**config.mk**
```make
export PLATFORM = sky130hd
export DESIGN_NAME = ps2_tx_multi
export DESIGN_NICKNAME = d
export VERILOG_FILES = /design/src/rtl/ps2_tx_multi.sv
export SDC_FILE = /design/constraint.sdc
export NUM_CORES = 1
export LEC_CHECK = 0
export CAP_MARGIN = 40
export CELL_PAD_IN_SITES_DETAIL_PLACEMENT = 1
export CELL_PAD_IN_SITES_GLOBAL_PLACEMENT = 2
export CORE_MARGIN = 2
export CORE_UTILIZATION = 43
export CTS_CLUSTER_DIAMETER = 60
export DETAILED_ROUTE_END_ITERATION = 10
export GPL_ROUTABILITY_DRIVEN = 0
export PLACE_DENSITY_LB_ADDON = 0.1
export SETUP_SLACK_MARGIN = 0.2
export SLEW_MARGIN = 20
export SYNTH_ARGS = -nofsm -noshare
export SYNTH_HDL_FRONTEND = slang
export SYNTH_SLANG_ARGS = --single-unit
```
**constraint.sdc**
```tcl
create_clock -name clk_sys -period 3.8 [get_ports clk_sys]
set_input_delay 0.76 -clock clk_sys [delete_from_list [all_inputs] [get_ports clk_sys]]
set_output_delay 0.76 -clock clk_sys [all_outputs]
set_load 0.05 [all_outputs]
```
**src/rtl/ps2_tx_multi.sv**
```systemverilog
// ps2_tx_multi: multi-channel PS/2 device-side transmitter, one FIFO and framer per channel.
// Define PS2_TX_INHIBIT_EN to enable host-inhibit abort with retransmit via ps2_clk_in.
module ps2_tx_multi #(
  parameter int unsigned CHANNELS  = 2,
  parameter int unsigned FIFO_BITS = 3,
  parameter int unsigned PS2DIV    = 100
) (
  input  logic                    clk_sys,
  input  logic                    reset,
  input  logic [CHANNELS-1:0]     wr,
  input  logic [8*CHANNELS-1:0]   wr_data,
  output logic [CHANNELS-1:0]     full,
  output logic [CHANNELS-1:0]     empty,
  output logic [CHANNELS-1:0]     overflow,
  input  logic [CHANNELS-1:0]     ovf_clr,
  output logic [CHANNELS-1:0]     busy,
  output logic [CHANNELS-1:0]     ps2_clk,
  output logic [CHANNELS-1:0]     ps2_data,
  input  logic [CHANNELS-1:0]     ps2_clk_in
);

  localparam int unsigned DEPTH = 1 << FIFO_BITS;
  localparam int unsigned CW    = FIFO_BITS + 1;
  localparam int unsigned DIV_W = (PS2DIV > 2) ? $clog2(PS2DIV) : 1;

  localparam logic [3:0] S_IDLE = 4'd0;
  localparam logic [3:0] S_PAR  = 4'd9;
  localparam logic [3:0] S_STOP = 4'd10;
  localparam logic [3:0] S_DONE = 4'd11;

  logic [DIV_W-1:0] div_cnt;
  logic             clk_ps2;
  logic             div_wrap_c;
  logic             clk_ps2_nxt_c;
  logic             tick_c;

  assign div_wrap_c    = (div_cnt == DIV_W'(PS2DIV - 1));
  assign clk_ps2_nxt_c = div_wrap_c ? ~clk_ps2 : clk_ps2;
  assign tick_c        = div_wrap_c & ~clk_ps2;

  // Shared divider: clk_ps2 toggles on every wrap, tick marks its rising edge
  always_ff @(posedge clk_sys) begin
    if (reset) begin
      div_cnt <= '0;
      clk_ps2 <= 1'b0;
    end else begin
      div_cnt <= div_wrap_c ? '0 : div_cnt + DIV_W'(1);
      clk_ps2 <= clk_ps2_nxt_c;
    end
  end

`ifndef PS2_TX_INHIBIT_EN
  // ps2_clk_in has no function when host inhibit is not built
  logic unused_ps2_clk_in;
  assign unused_ps2_clk_in = ^ps2_clk_in;
`endif

  for (genvar i = 0; i < CHANNELS; i++) begin : g_ch
    logic [7:0]           mem [DEPTH];
    logic [FIFO_BITS-1:0] wptr, wptr_nxt, rptr, rptr_nxt;
    logic [CW-1:0]        count, count_nxt;
    logic [3:0]           state, state_nxt;
    logic [7:0]           shift, shift_nxt;
    logic                 parity, parity_nxt;
    logic                 data_nxt, ovf_nxt;
    logic                 push_c, pop_c, line_ok_c, abort_c;
    logic                 full_q, empty_q, ovf_q, busy_q, clk_q, data_q;

`ifdef PS2_TX_INHIBIT_EN
    logic [1:0] inh_sync;
    always_ff @(posedge clk_sys) begin
      if (reset) inh_sync <= 2'b11;
      else       inh_sync <= {inh_sync[0], ps2_clk_in[i]};
    end
    assign line_ok_c = inh_sync[1];
`else
    assign line_ok_c = 1'b1;
`endif

    // Fullness is judged before any same-cycle pop
    assign push_c  = wr[i] & (count != CW'(DEPTH));
    assign abort_c = ~line_ok_c & clk_ps2 & (state != S_IDLE) & (state <= S_PAR);

    always_comb begin
      state_nxt  = state;
      shift_nxt  = shift;
      parity_nxt = parity;
      data_nxt   = data_q;
      rptr_nxt   = rptr;
      pop_c      = 1'b0;
      if (abort_c) begin
        state_nxt = S_IDLE;
        data_nxt  = 1'b1;
      end else if (tick_c) begin
        case (state)
          S_IDLE: begin
            if ((count != '0) && line_ok_c) begin
              shift_nxt  = mem[rptr];
              parity_nxt = 1'b1;
              data_nxt   = 1'b0;
              state_nxt  = 4'd1;
            end
          end
          4'd1, 4'd2, 4'd3, 4'd4, 4'd5, 4'd6, 4'd7, 4'd8: begin
            data_nxt   = shift[0];
            shift_nxt  = {1'b0, shift[7:1]};
            parity_nxt = parity ^ shift[0];
            state_nxt  = state + 4'd1;
          end
          S_PAR: begin
            data_nxt  = parity;
            state_nxt = S_STOP;
          end
          S_STOP: begin
            data_nxt  = 1'b1;
            pop_c     = 1'b1;
            rptr_nxt  = rptr + FIFO_BITS'(1);
            state_nxt = S_DONE;
          end
          default: state_nxt = S_IDLE;
        endcase
      end
      wptr_nxt  = push_c ? wptr + FIFO_BITS'(1) : wptr;
      count_nxt = count + CW'(push_c) - CW'(pop_c);
      // A dropped write wins over a same-cycle clear
      ovf_nxt   = (wr[i] & ~push_c) | (ovf_q & ~ovf_clr[i]);
    end

    always_ff @(posedge clk_sys) begin
      if (push_c) mem[wptr] <= wr_data[8*i +: 8];
    end

    always_ff @(posedge clk_sys) begin
      if (reset) begin
        state   <= S_IDLE;
        shift   <= '0;
        parity  <= 1'b0;
        wptr    <= '0;
        rptr    <= '0;
        count   <= '0;
        ovf_q   <= 1'b0;
        full_q  <= 1'b0;
        empty_q <= 1'b1;
        busy_q  <= 1'b0;
        clk_q   <= 1'b1;
        data_q  <= 1'b1;
      end else begin
        state   <= state_nxt;
        shift   <= shift_nxt;
        parity  <= parity_nxt;
        wptr    <= wptr_nxt;
        rptr    <= rptr_nxt;
        count   <= count_nxt;
        ovf_q   <= ovf_nxt;
        full_q  <= (count_nxt == CW'(DEPTH));
        empty_q <= (count_nxt == '0);
        busy_q  <= (state_nxt != S_IDLE);
        clk_q   <= clk_ps2_nxt_c | (state_nxt == S_IDLE);
        data_q  <= data_nxt;
      end
    end

    assign full[i]     = full_q;
    assign empty[i]    = empty_q;
    assign overflow[i] = ovf_q;
    assign busy[i]     = busy_q;
    assign ps2_clk[i]  = clk_q;
    assign ps2_data[i] = data_q;
  end

endmodule

```
==> impl_metrics.env, run 1 <==
export IMPL_drc_errors=0
export IMPL_synth_avg_cell_area_um2=13.4
export IMPL_power_mw=5.02
export IMPL_synthCells=641
export IMPL_fp_dieH_um=145
export IMPL_p_int_mw=3.67
export IMPL_worstPathArrival_ns=3.48
export IMPL_finalNetCount=728
export IMPL_yosys_warnings=0
export IMPL_synth_seq_area_share=0.616
export IMPL_synth_nets=692
export IMPL_p_leak_nw=3.33
export IMPL_fin_crit_ns=3.11
export IMPL_drtIter0Drc=307
export IMPL_ctsHoldBuffers=0
export IMPL_wl_mm=17.8
export IMPL_drv_cap=0
export IMPL_post_cts_resized=0
export IMPL_path_clk_slew_ns=0.07
export IMPL_cts_setup_buffers=0
export IMPL_r2r_start="div_cnt[0]"
export IMPL_fmax_mhz=321
export IMPL_rr_worst_depth=13
export IMPL_syn_cell_area_um2=8580
export IMPL_slew_headroom=0.447
export IMPL_post_dp_hpwl_mm=11.8
export IMPL_postRouteAntennaNets=0
export IMPL_vias=5132
export IMPL_hp_start="div_cnt[0]"
export IMPL_setup_ws_ns=0.688
export IMPL_hold_viol=0
export IMPL_setup_viol=0
export IMPL_grt_pass1_vias=5339
export IMPL_required_ns=4.17
export IMPL_powerDensity_nw_per_um2=509
export IMPL_hold_class="register to register"
export IMPL_outcome="complete, no violations"
export IMPL_io_buffer_count=33
export IMPL_worst_setup_path_type="register to register"
export IMPL_initial_core_util=0.439
export IMPL_viasPerCell=5.38
export IMPL_grt_remaining_overflow=0
export IMPL_grt_pass1_wl_mm=29.1
export IMPL_fillCellCount=1976
export IMPL_mostFrequentLayoutCell="edfxtp_1"
export IMPL_cts_tree="done"
export IMPL_grt_max_degree=43
export IMPL_diodes=0
export IMPL_crit_start="div_cnt[0]"
export IMPL_swShare=0.268
export IMPL_startpoint_type="register"
export IMPL_root_buffer="clkbuf_16"
export IMPL_dp_slack_ns=0.664
export IMPL_combPwrFrac=0.132
export IMPL_cts_path_max_buffers=2
export IMPL_ys_flop_type="edfxtp_1"
export IMPL_syn_to_final_growth_pct=14.9
export IMPL_drive_above_1_share=0.147
export IMPL_pwr_share_clk=0.370
export IMPL_hold_depth=1
export IMPL_fin_crit_sh=0.819
export IMPL_track_usage=0.177
export IMPL_cts_sinks=200
export IMPL_multi_input_area_um2=3000
export IMPL_antenna_found_initial=0
export IMPL_vdd_drop_max_mv=0.359
export IMPL_fp_dieW_um=145
export IMPL_num_rows=51
export IMPL_endpoint_kind="register"
export IMPL_async_reset_ff_frac=0
export IMPL_htree_levels=4
export IMPL_rsz0062_at_grt="false"
export IMPL_tightest_slew_ns=0.822
export IMPL_die_area_um2=21100
export IMPL_pin_count=36
export IMPL_clock_skew_ns=0.0118
export IMPL_coreArea_um2=19500
export IMPL_power_switching_mw=1.35
export IMPL_regArea_um2=5290
export IMPL_clk_latency_ns=0.43
export IMPL_wl_per_cell_um=18.6
export IMPL_synth_cell_types=61
export IMPL_cp_max_fo=16
export IMPL_drv_slew=0
export IMPL_ys_ff_latch=200
export IMPL_layout_common_cells="edfxtp_1 (128), dfxtp_1 (72), nand2_1 (59), nor2_1 (48)"
export IMPL_fin_tns_setup_ns=0
export IMPL_timing_hold_ws_ns=0.459
export IMPL_synth_edff_count=128
export IMPL_cts_buffers=17
export IMPL_first_pass_iters=6
export IMPL_power_frac_seq=0.498
[state kept, by name, summed over array words and instances (netlist names), 6 cells and up, named ones only]
name / count
g_ch.mem: 128
g_ch.shift: 16
g_ch.count: 8
g_ch.state: 8
div_cnt: 7
g_ch.rptr: 6
g_ch.wptr: 6
[power by group through the flow]
stage          Clock [mW]  Combinational (mW)  Sequential, mW
3_5_place_dp            0               0.669            2.55
5_1_grt              1.99               0.740            2.51
2_1_floorplan           0               0.483            2.53
3_3_place_gp            0               0.646            2.54
4_1_cts              1.90               0.673            2.50
6_report             1.86               0.662            2.50
[worst paths after layout]
kind	endpoint	slack (ns)
worst max-delay path	g_ch[1].empty_q	0.69
worst min-delay path	div_cnt[0]	0.46
worst max register to register	g_ch[1].empty_q	0.69
worst min register to register	div_cnt[0]	0.46
[synthesized netlist by cell type (all sizes together), types with 7 or more instances]
cell	number	area share
nor3	16	0.0093
a21oi	29	0.017
nand2	59	0.026
mux2i	18	0.021
nand2b	8	0.0061
xor2	12	0.012
mux4	32	0.084
xnor2	9	0.0092
ha	25	0.036
nor2b	8	0.0058
and2	7	0.0051
dfxtp	72	0.17
edfxtp	128	0.45
o211ai	16	0.014
nand3	14	0.0082
buf	27	0.019
inv	18	0.0079
o21ai	7	0.0041
nor2	48	0.021
clkbuf	16	0.0070
[through the flow]
step           instances  area, um2  utilization
3_5_place_dp         922       9220        0.472
3_3_place_gp         921       9200        0.471
6_report             954       9850        0.505
5_1_grt              954       9850        0.505
2_1_floorplan        641       8580            -
4_1_cts              953       9840        0.504
[routing by layer]
layer | vias to the layer above | GRT usage | wire, um
li1 | 2447 | - | -
met1 | 2621 | 0.235 | 8350
met2 | 52 | 0.299 | 8940
met3 | 12 | 0.0352 | 343
met4 | 0 | 0.0441 | 144
met5 | - | 0 | 0
[cell type report]
cell class / count / area share
sequential: 200 / 0.536
inverter: 18 / 0.00686
tap: 265 / 0.0337
timing repair buffer: 60 / 0.0551
clock inverter: 14 / 0.0199
multi-input combinational: 380 / 0.305
clock buffer: 17 / 0.0432
[logic make-up (layout without fill, tap and decap cells)]
group	count (synthesis)	after routing	synth area share
flops	200	200	0.616
simple gates	188	188	0.106
compound gates	92	92	0.0743
buf+inv	61	109	0.0336
mux	52	52	0.108
fa+ha+maj	27	27	0.0411
xor+xnor	21	21	0.0214
[worst max-delay path: stages, from the launching register on]
cell       delay [ns]
dfxtp_1          0.36
ha_1             0.22
nand4bb_1        0.12
nor3b_1          0.40
ha_1             0.29
buf_4            0.23
nand2_1          0.13
xnor2_1          0.16
ha_1             0.23
fa_1             0.38
xor2_1           0.18
nor3_1           0.19
nand2_1          0.08
nand2_1          0.07
Power figures use the tool's default switching activity.
==> run 2: changes to the inputs <==
--- a/config.mk
+++ b/config.mk
@@ -9,7 +9,7 @@
 export CELL_PAD_IN_SITES_DETAIL_PLACEMENT = 1
 export CELL_PAD_IN_SITES_GLOBAL_PLACEMENT = 2
 export CORE_MARGIN = 2
-export CORE_UTILIZATION = 43
+export CORE_UTILIZATION = 39
 export CTS_CLUSTER_DIAMETER = 60
 export DETAILED_ROUTE_END_ITERATION = 10
 export GPL_ROUTABILITY_DRIVEN = 0
==> constraint.sdc (replaced) <==
create_clock -name clk_sys -period 2.85 [get_ports clk_sys]
set_input_delay 0.57 -clock clk_sys [delete_from_list [all_inputs] [get_ports clk_sys]]
set_output_delay 0.57 -clock clk_sys [all_outputs]
set_load 0.05 [all_outputs]
==> run 2 against run 1 <==
  * Sequential share of layout area down 1.5 points
  * Clock power is 27% higher
  * Highest routed layer unchanged
  * Critical endpoint is now g_ch[0].full_q
  * Die area up 10%
==> impl_metrics.env, run 2 (synthesis gave the netlist of run 1 again) <==
export IMPL_fillCellCount=2165
export IMPL_hp_start="g_ch[0].shift[5]"
export IMPL_regArea_um2=5290
export IMPL_multi_input_area_um2=3140
export IMPL_grt_pass1_vias=5566
export IMPL_wl_mm=18.1
export IMPL_top_register="g_ch.mem"
export IMPL_io_buffer_count=33
export IMPL_r2r_start="div_cnt[0]"
export IMPL_syn_to_final_growth_pct=18.3
export IMPL_post_route_util=0.468
export IMPL_post_dp_hpwl_mm=12.3
export IMPL_crit_chain="ha_4 > nand4bb_1 > nor3b_4 > buf_4 > ha_4 > nand3_4 > xnor2_2 > ha_2 > inv_2 > fa_2 > xor2_1 > and3b_1 > and2_1"
export IMPL_num_rows=54
export IMPL_coreArea_um2=21700
export IMPL_cts_tree="done"
export IMPL_viasPerCell=5.26
export IMPL_top_regs="g_ch.mem x128, g_ch.shift x16"
export IMPL_fin_crit_sh=0.930
export IMPL_rsz0062_at_grt="true"
export IMPL_track_usage=0.164
export IMPL_startpoint_type="register"
export IMPL_slowest_delay_ns=0.36
export IMPL_fp_dieH_um=152
export IMPL_mostFrequentLayoutCell="edfxtp_1"
export IMPL_drv_slew=0
export IMPL_postRouteAntennaNets=0
export IMPL_pin_count=36
export IMPL_drive_above_1_share=0.208
export IMPL_outcome="complete, no violations"
export IMPL_endpoint_kind="register"
export IMPL_slew_headroom=0.577
export IMPL_layout_common_cells="edfxtp_1 (128), dfxtp_1 (70), nand2_1 (58), buf_4 (49), nor2_1 (48)"
export IMPL_cts_buffers=17
export IMPL_worst_setup_path_type="register to register"
export IMPL_setup_viol=0
export IMPL_vias=5235
export IMPL_powerDensity_nw_per_um2=654
export IMPL_power_mw=6.63
export IMPL_cp_slowest_cell="dfxtp_2"
export IMPL_wl_per_cell_um=18.2
export IMPL_grt_remaining_overflow=0
export IMPL_tightest_slew_ns=0.633
export IMPL_cts_sinks=200
export IMPL_ctsHoldBuffers=0
export IMPL_first_pass_iters=4
export IMPL_drv_cap=0
export IMPL_crit_top_cell="ha_4"
export IMPL_r2r_setup_slack_ns=0.20
export IMPL_clock_skew_ns=0.0119
export IMPL_worstPathArrival_ns=2.98
export IMPL_htree_levels=4
export IMPL_largest_reg_flops=128
export IMPL_cp_max_fo=4
export IMPL_clk_latency_ns=0.44
export IMPL_die_area_um2=23200
export IMPL_antenna_found_initial=0
export IMPL_drtIter0Drc=275
export IMPL_hold_viol=0
export IMPL_fin_crit_ns=2.65
export IMPL_cts_path_max_buffers=2
export IMPL_initial_core_util=0.395
export IMPL_finalNetCount=753
export IMPL_diodes=0
export IMPL_path_clk_slew_ns=0.08
export IMPL_fin_tns_setup_ns=0
export IMPL_grt_max_degree=41
export IMPL_p_leak_nw=3.47
export IMPL_grt_pass1_wl_mm=29.9
export IMPL_drc_errors=0
export IMPL_fmax_mhz=377
export IMPL_fp_dieW_um=152
export IMPL_root_buffer="clkbuf_16"
export IMPL_crit_start="div_cnt[0]"
export IMPL_hold_class="register to register"
export IMPL_required_ns=3.18
export IMPL_vdd_drop_max_mv=0.413
-- run 2: area by class of cell --
class / instances / area share
Sequential cell: 200 / 0.521
Multi-Input combinational cell: 380 / 0.310
Tap cell: 280 / 0.0345
Clock buffer: 18 / 0.0423
Inverter: 18 / 0.00666
Clock inverter: 14 / 0.0148
Timing Repair Buffer: 85 / 0.0708
-- run 2: metrics by stage --
step	setup slack, ns	instances	hold slack (ns)	area, um2
after floorplan	0.0517	641	0.416	8680
after global placement	0.0254	951	0.422	9390
after detailed placement	0.0819	953	0.429	9400
after CTS	0.182	989	0.461	10000
after global routing	0.0418	995	0.497	10100
final	0.198	995	0.460	10100
-- run 2: final timing paths --
check                                   endpoint  cells past startpoint
worst max-delay path              g_ch[0].full_q                     13
worst min-delay path            g_ch[0].shift[5]                      2
worst max register to register    g_ch[0].full_q                     13
worst min register to register  g_ch[0].shift[5]                      2
-- run 2: power by group --
group,total [mW],internal [mW],switching (mW)
combinational,0.949,0.415,0.534
clock,2.36,1.17,1.18
sequential,3.33,3.25,0.0764
-- run 2: repair_timing --
action | in CTS | in global routing
setup endpoints to repair | 4 | 10
gates resized for setup | 6 | 7
setup buffers | 4 | 5
pin swaps | 5 | 3
-- run 2: worst max-delay path, delay by kind of cell (launching register included) --
kind	cells	cell delay, ns
XOR/XNOR	2	0.30
adder cells (fa/ha/maj)	4	0.85
buffers and inverters	2	0.20
flip-flops	1	0.36
AND/OR/NAND/NOR	5	0.86
-- run 2: routing by layer --
| metal | share of wire | vias to the layer above | wire length, um | track usage |
|---|---|---|---|---|
| li1 | - | 2501 | - | - |
| met1 | 0.45 | 2668 | 8230 | 0.214 |
| met2 | 0.51 | 50 | 9310 | 0.282 |
| met3 | 0.020 | 16 | 356 | 0.0273 |
| met4 | 0.011 | 0 | 202 | 0.0467 |
| met5 | 0 | - | 0 | 0 |
==> run 3: changes to the inputs <==
--- a/config.mk
+++ b/config.mk
@@ -9,7 +9,8 @@
 export CELL_PAD_IN_SITES_DETAIL_PLACEMENT = 1
 export CELL_PAD_IN_SITES_GLOBAL_PLACEMENT = 2
 export CORE_MARGIN = 2
-export CORE_UTILIZATION = 39
+export CORE_UTILIZATION = 40
+export CTS_BUF_LIST = sky130_fd_sc_hd__clkbuf_4
 export CTS_CLUSTER_DIAMETER = 60
 export DETAILED_ROUTE_END_ITERATION = 10
 export GPL_ROUTABILITY_DRIVEN = 0
==> run 3 against run 2 <==
  * Clock-buffer cell count is 1 lower
  * Non-clock buffer count is 4 higher
  * Clock power is 36% lower
  * Core utilization is 0.73 points higher
  * Die area is 2.4% lower
  * Via count is 0.27% higher
  * Final cell count stayed put
  * Largest cell class unchanged
  * Largest power group unchanged
  * Highest routed layer unchanged
==> impl_metrics.env, run 3 (synthesis gave the netlist of run 1 again) <==
export IMPL_pin_count=36
export IMPL_clock_skew_ns=0.0245
export IMPL_track_usage=0.174
export IMPL_cts_path_max_buffers=2
export IMPL_io_buffer_count=33
export IMPL_regArea_um2=5290
export IMPL_worst_setup_path_type="register to register"
export IMPL_rr_worst_depth=12
export IMPL_layout_common_cells="edfxtp_1 (128), dfxtp_1 (70), nand2_1 (58), buf_4 (51), nor2_1 (48)"
export IMPL_fin_tns_setup_ns=0
export IMPL_top_regs="g_ch.mem x128, g_ch.shift x16"
export IMPL_drive_above_1_share=0.224
export IMPL_hold_viol=0
export IMPL_ctsHoldBuffers=0
export IMPL_required_ns=3.33
export IMPL_power_mw=5.87
export IMPL_wl_mm=18.3
export IMPL_largest_reg_flops=128
export IMPL_fin_crit_sh=0.932
export IMPL_cts_sinks=200
export IMPL_fin_crit_ns=2.66
export IMPL_cts_tree="done"
export IMPL_rsz0062_at_grt="true"
export IMPL_powerDensity_nw_per_um2=588
export IMPL_htree_levels=4
export IMPL_drtIter0Drc=318
export IMPL_grt_max_degree=32
export IMPL_p_leak_nw=3.39
export IMPL_endpoint_kind="register"
export IMPL_root_buffer="clkbuf_4"
export IMPL_initial_core_util=0.408
export IMPL_hold_class="register to register"
export IMPL_drv_cap=0
export IMPL_vias=5249
export IMPL_first_pass_iters=4
export IMPL_outcome="complete, no violations"
export IMPL_mostFrequentLayoutCell="edfxtp_1"
export IMPL_grt_pass1_wl_mm=30.0
export IMPL_grt_pass1_vias=5583
export IMPL_path_clk_slew_ns=0.18
export IMPL_startpoint_type="register"
export IMPL_hold_depth=2
export IMPL_post_dp_hpwl_mm=12.3
export IMPL_cp_max_fo=3
export IMPL_setup_viol=0
export IMPL_syn_to_final_growth_pct=16.5
export IMPL_fp_dieW_um=150
export IMPL_num_rows=53
export IMPL_finalNetCount=757
export IMPL_slew_headroom=0.433
export IMPL_die_area_um2=22600
export IMPL_cts_buffers=17
export IMPL_fillCellCount=2109
export IMPL_worstPathArrival_ns=3.14
export IMPL_postRouteAntennaNets=0
export IMPL_vdd_drop_max_mv=0.252
export IMPL_fmax_mhz=376
export IMPL_clk_latency_ns=0.57
export IMPL_multi_input_area_um2=3190
export IMPL_grt_remaining_overflow=0
export IMPL_top_register="g_ch.mem"
export IMPL_fp_dieH_um=150
export IMPL_antenna_found_initial=1
export IMPL_drc_errors=0
export IMPL_tightest_slew_ns=0.840
export IMPL_drv_slew=0
export IMPL_wl_per_cell_um=18.4
export IMPL_viasPerCell=5.28
export IMPL_coreArea_um2=21000
run 3: critical path: stages, from the launching register on:
cell and delay [ns]:
dfxtp_2 0.39, ha_4 0.14, nand4bb_1 0.14, nor3b_4 0.32, ha_2 0.26, nand3_2 0.09
or2_4 0.29, ha_4 0.21, a21o_1 0.17, a21oi_2 0.17, xnor2_2 0.13, nor2_1 0.07
and2_1 0.18
run 3: metrics by stage:
step / cell area, um2 / worst slack [ns] / hold WS [ns] / utilization / cells
3_3_place_gp: 9400 / 0.0565 / 0.424 / 0.447 / 948
2_1_floorplan: 8680 / 0.0517 / 0.416 / - / 641
4_1_cts: 9820 / 0.196 / 0.439 / 0.467 / 988
6_report: 9990 / 0.193 / 0.467 / 0.475 / 995
5_1_grt: 9990 / 0.0273 / 0.458 / 0.475 / 995
3_5_place_dp: 9400 / -0.0102 / 0.432 / 0.447 / 948
run 3: report_power, final:
| part | leakage [nW] | switching (mW) | internal, mW |
|---|---|---|---|
| logic | 1.48 | 0.560 | 0.470 |
| registers | 1.75 | 0.0794 | 3.25 |
| clock network | 0.162 | 1.10 | 0.411 |
| total | 3.39 | 1.74 | 4.14 |
run 3: worst paths after layout:
kind                                  startpoint               end  slack [ns]
worst max-delay path                  div_cnt[0]    g_ch[0].full_q        0.19
worst max register to register        div_cnt[0]    g_ch[0].full_q        0.19
worst min register to register  g_ch[0].shift[7]  g_ch[0].shift[7]        0.47
worst min-delay path            g_ch[0].shift[7]  g_ch[0].shift[7]        0.47
run 3: timing repair:
action	CTS	global route
setup endpoints to repair	12	19
buffers inserted	8	5
pin swaps	13	12
cloned	0	1
gates resized for setup	10	16
run 3: area by class of cell:
cell class | instances | share of cell area
well taps | 275 | 0.0345
diodes | 1 | 0.000251
inverters | 18 | 0.00677
clock inverters | 15 | 0.0178
clock buffers | 17 | 0.0128
flip-flops and latches | 200 | 0.529
repair buffers | 89 | 0.0796
multi-input cells | 380 | 0.319
run 3: metal layers:
| layer | up-vias | global-route usage | routed length [um] |
|---|---|---|---|
| met3 | 13 | 0.0361 | 470 |
| met4 | 0 | 0.0467 | 172 |
| met5 | - | 0 | 0 |
| li1 | 2508 | - | - |
| met2 | 60 | 0.283 | 9000 |
| met1 | 2668 | 0.239 | 8700 |
